===== src/rtl/debounce_pkg.sv =====
// rtl/debounce_pkg.sv - shared state encoding and sizing helper for the button debouncer
package debounce_pkg;

    typedef enum logic [1:0] {
        IDLE_LOW  = 2'd0,
        WAIT_HIGH = 2'd1,
        IDLE_HIGH = 2'd2,
        WAIT_LOW  = 2'd3
    } debounce_state_t;

    // Width needed to hold 0..n-1; never narrower than one bit.
    function automatic int cnt_width(input int n);
        return (n <= 2) ? 1 : $clog2(n);
    endfunction

endpackage


===== src/rtl/level_synchronizer.sv =====
// rtl/level_synchronizer.sv - multi-flop synchroniser for an asynchronous level
module level_synchronizer #(
    parameter int SYNC_STAGES = 2
) (
    input  logic clk,
    input  logic reset,
    input  logic d,
    output logic q
);

    logic [SYNC_STAGES-1:0] chain;

    always_ff @(posedge clk) begin
        if (!reset) begin
            chain <= '0;
        end else begin
            chain <= {chain[SYNC_STAGES-2:0], d};
        end
    end

    assign q = chain[SYNC_STAGES-1];

endmodule


===== src/rtl/button_debouncer.sv =====
// rtl/button_debouncer.sv - synchronise and debounce a bouncing input into a clean level
module button_debouncer
    import debounce_pkg::*;
#(
    parameter int SYNC_STAGES   = 2,
    parameter int STABLE_CYCLES = 1000000,
    parameter int GLITCH_W      = 8
) (
    input  logic                clk,
    input  logic                reset,
    input  logic                raw_in,
    output logic                level,
    output logic                settling,
    output logic [GLITCH_W-1:0] glitch_count
);

    localparam int CW = cnt_width(STABLE_CYCLES);
    localparam logic [CW-1:0] CNT_LAST = CW'(STABLE_CYCLES - 1);
    localparam logic [CW-1:0] CNT_ONE  = CW'(1);

    logic            s;
    debounce_state_t state;
    logic [CW-1:0]   cnt;

    level_synchronizer #(
        .SYNC_STAGES(SYNC_STAGES)
    ) u_sync (
        .clk  (clk),
        .reset(reset),
        .d    (raw_in),
        .q    (s)
    );

    always_ff @(posedge clk) begin
        if (!reset) begin
            state        <= IDLE_LOW;
            cnt          <= '0;
            level        <= 1'b0;
            glitch_count <= '0;
        end else begin
            case (state)
                IDLE_LOW: begin
                    if (s) begin
                        state <= WAIT_HIGH;
                        cnt   <= CNT_ONE;
                    end
                end
                WAIT_HIGH: begin
                    if (!s) begin
                        // A bounce throws away all accumulated credit.
                        state <= IDLE_LOW;
                        cnt   <= '0;
                        if (glitch_count != '1) glitch_count <= glitch_count + GLITCH_W'(1);
                    end else if (cnt == CNT_LAST) begin
                        state <= IDLE_HIGH;
                        cnt   <= '0;
                        level <= 1'b1;
                    end else begin
                        cnt <= cnt + CNT_ONE;
                    end
                end
                IDLE_HIGH: begin
                    if (!s) begin
                        state <= WAIT_LOW;
                        cnt   <= CNT_ONE;
                    end
                end
                WAIT_LOW: begin
                    if (s) begin
                        state <= IDLE_HIGH;
                        cnt   <= '0;
                        if (glitch_count != '1) glitch_count <= glitch_count + GLITCH_W'(1);
                    end else if (cnt == CNT_LAST) begin
                        state <= IDLE_LOW;
                        cnt   <= '0;
                        level <= 1'b0;
                    end else begin
                        cnt <= cnt + CNT_ONE;
                    end
                end
                default: begin
                    state <= IDLE_LOW;
                    cnt   <= '0;
                    level <= 1'b0;
                end
            endcase
        end
    end

    assign settling = (state == WAIT_HIGH) || (state == WAIT_LOW);

endmodule


===== config.mk =====
export PLATFORM = sky130hd
export DESIGN_NAME = button_debouncer
export DESIGN_NICKNAME = d
export VERILOG_FILES = /design/src/rtl/debounce_pkg.sv /design/src/rtl/level_synchronizer.sv /design/src/rtl/button_debouncer.sv
export SDC_FILE = /design/constraint.sdc
export NUM_CORES = 1
export LEC_CHECK = 0
export ABC_AREA = 1
export BUFFER_PORTS_ARGS = -buffer_cell sky130_fd_sc_hd__clkbuf_2
export CORE_UTILIZATION = 29
export DETAILED_ROUTE_END_ITERATION = 16
export GPL_ROUTABILITY_DRIVEN = 0
export PLACE_DENSITY = 0.45
export SETUP_SLACK_MARGIN = 0.2
export SKIP_CTS_REPAIR_TIMING = 1
export SYNTH_ARGS = -nofsm -noshare
export SYNTH_HDL_FRONTEND = slang
export SYNTH_SLANG_ARGS = --single-unit

===== constraint.sdc =====
create_clock -name clk -period 1.95 [get_ports clk]
set_clock_uncertainty 0.05 [all_clocks]
set_input_delay 0.39 -clock clk [delete_from_list [all_inputs] [get_ports clk]]
set_output_delay 0.39 -clock clk [all_outputs]
set_load 0.02 [all_outputs]

==> out/summary.txt <==
cell taking the most area after synthesis = dfxtp_1
proportion of power drawn by the clock network = 0.393
worst min-delay path class = primary input to flop
final-layout fill cell count = 643
dominant combinational cell family by area after synthesis = simple AND/OR/NAND/NOR gates
CTS tree = built
via total after detailed routing = 1695
adder-cell share of the synthesized area = 0.0138
fraction of registers with async set/reset = 0
reported max-cap violation count = 0
cell with the largest stage delay on the worst path = dfxtp_2
pre-CTS setup slack = 221 ps
Clock Pin Slew Worst Setup and Hold Paths = 70 ps
proportion of power drawn by flip-flops and latches = 0.481
P_sw = 0.000416 W
Distinct cells, synth = 30
Floorplan Core Area = 5990 µm²
Die Area = 6580 µm²
Power Internal = 0.00106 W
most area-consuming cells after synthesis = dfxtp_1 (36%), nand2_1 (14%), nor2_1 (8.9%), inv_1 (7.4%), nand3_1 (5.8%)
Net Sw Frac = 0.281
clock latency on the worst-skew pair = 280 ps
number of vias per cell = 4.61
drt total wl = 4210 µm
worst path required time = 2120 ps
starting density of the core = 0.303
final hold viol count = 0
post-detailed-placement cell area = 1940 µm²
delay contributed by the slowest stage of the critical path = 400 ps
first-pass GRT wire length = 7220 µm
core utilization of the finished layout = 0.348
Sinks on Clock Net = 33
number of warnings reported in the yosys synthesis log = 0
number of flops mapped to enable cells by yosys = 0
post-route cell area = 2090 µm²
first-iteration detailed-routing DRC count = 90
post-route DRC violation count = 0
arrival time reported for the critical path endpoint = 1760 ps
Max Fclk = 629 MHz
sequential fraction of the synthesis area = 0.364
kind of cell adding the most delay to the critical path = simple AND/OR/NAND/NOR gates
power density over the cells = 708 nW/µm²
worst path bufs/invs = 1
number of non-filler instances in the completed layout = 368
CP Capture Type = flop
Die Width = 81.1 µm
number of buffers added on ports = 12
number of global-route vias before repair = 1549
number of ports placed on the die boundary = 13
Setup WS post-layout = 361 ps
number of placement rows = 28
synthesized area per cell = 6.60 µm²
CTS Buffer Depth = 2
final clock period utilization by the worst path = 0.815
slew at the pin with the worst max-slew slack = 339 ps
htree depth = 2
register bit total from synthesis = 33
synthesized-area fraction occupied by ao, oa, aoi and oai cells = 0.0868
type of the worst setup path = flop to flop
logic gate share of total power = 0.126
worst path cell trace = ha_4 -> nand3_1 -> nor2_2 -> nand3_1 -> nand2_4 -> clkinvlp_4 -> nand3_1 -> nand2_1 -> a21oi_1
commonest non-fill, non-tap cells in the layout = nand2_1 (67), nor2_1 (42), inv_1 (35)
xor and xnor fraction of the mapped netlist area = 0.0386
fraction of layout cells with a size suffix above 1 = 0.160
Max VDD drop = 0.000338 V
WL per Instance = 11.4 µm
number of cells produced by synthesis = 275
crit-path max FO = 6
maximum number of pins on one net before global-route repair = 18
share of synthesized cell area in and, or, nand and nor gates = 0.398
detailed-placement wirelength estimate = 3060 µm
most common library cell in the layout ignoring fill and taps = nand2_1
summed negative setup slack over all endpoints = 0 ps
root buffer cell = clkbuf_8
DIE HEIGHT = 81.1 µm
area growth from synthesis to layout = 15.0%
number of CTS-inserted buffers = 5
number of diodes = 0
CP dominant cell by count = nand3_1
syn_nets = 280
Tot GR Track Use = 0.144
antenna violations before repair = 0
Top FF cell, synth = dfxtp_1
multiplexer share of the synthesized area = 0
Synth top area share = 0.364
total count of max-transition violations in the final report = 0
shortest period the worst path allows = 1590 ps
Total Nets Final = 297
final setup vio count = 0
sum of overflow across all layers after global routing = 0
length of the first detailed-routing pass in iterations = 4
Cell Area, Synth = 1820 µm²
relative max-transition margin = 0.774
number of cells after detailed placement = 358
leakage dissipation = 0.833 nW
status = finished clean
count of antenna-violating nets left after detailed routing = 0
critical path startpoint category = flop
RSZ-0062 raised after global routing = false
## registers in the layout, indices dropped and copies added (netlist names), named ones only
signal,count
state,1
cnt,20
glitch_count,8
level,1
u_sync.chain,2
## worst register-to-register path, stage by stage (launching register included)
cell	delay, ps
dfxtp_2	400
ha_4	170
nand3_1	90
nor2_2	150
nand3_1	120
nand2_4	150
clkinvlp_4	150
nand3_1	90
nand2_1	50
a21oi_1	110
## power by group through the flow
| stage | logic, W | registers, W | clock network [W] |
|---|---|---|---|
| final | 0.000186 | 0.000711 | 0.000581 |
| after floorplan | 0.000131 | 0.000725 | 0 |
| after global routing | 0.000210 | 0.000713 | 0.000637 |
| after CTS | 0.000181 | 0.000707 | 0.000603 |
| after global placement | 0.000183 | 0.000722 | 0 |
| after detailed placement | 0.000181 | 0.000723 | 0 |
## cells by family after synthesis
family,Yosys count
compound gates,28
xor+xnor,8
fa+ha+maj,2
flops,33
simple gates,161
buf+inv,43
## stage by stage
stage / hold slack (ps) / total power [W]
after floorplan: 340 / 0.000855
after global placement: 366 / 0.000905
after detailed placement: 367 / 0.000904
after CTS: 232 / 0.00149
after global routing: 259 / 0.00156
final: 239 / 0.00148
## cell usage after synthesis (all sizes together), types with 2 or more instances
master / instances
nand2: 74
nor2: 48
inv: 37
dfxtp: 33
nand3: 24
a21oi: 14
nand4: 8
o21ai: 8
nor3: 7
xor2: 6
buf: 5
ha: 2
xnor2: 2
## final cells by class
type | count | area [µm²] | share of cell area
clock buffer | 7 | 96.3 | 0.0462
multi-input combinational | 199 | 996 | 0.477
timing repair buffer | 15 | 82.6 | 0.0396
tap | 75 | 93.8 | 0.0450
sequential | 33 | 663 | 0.318
timing repair inverter | 1 | 7.51 | 0.00360
clock inverter | 1 | 5.00 | 0.00240
inverter | 37 | 143 | 0.0683
## worst paths after layout
path | slack (ps) | cells past startpoint | from | to
worst min register to register | 380 | 2 | u_sync.chain[0] | u_sync.chain[1]
worst max register to register | 360 | 9 | glitch_count[0] | glitch_count[2]
worst min-delay path | 240 | 3 | raw_in | u_sync.chain[0]
worst max-delay path | 360 | 9 | glitch_count[0] | glitch_count[2]
## routing by layer
| layer | GRT usage | vias up | wire length, µm |
|---|---|---|---|
| li1 | - | 905 | - |
| met1 | 0.191 | 755 | 2120 |
| met2 | 0.230 | 26 | 1880 |
| met3 | 0.0337 | 9 | 143 |
| met4 | 0.0446 | 0 | 65 |
| met5 | 0 | - | 0 |
(Power assumes the default switching activity.)
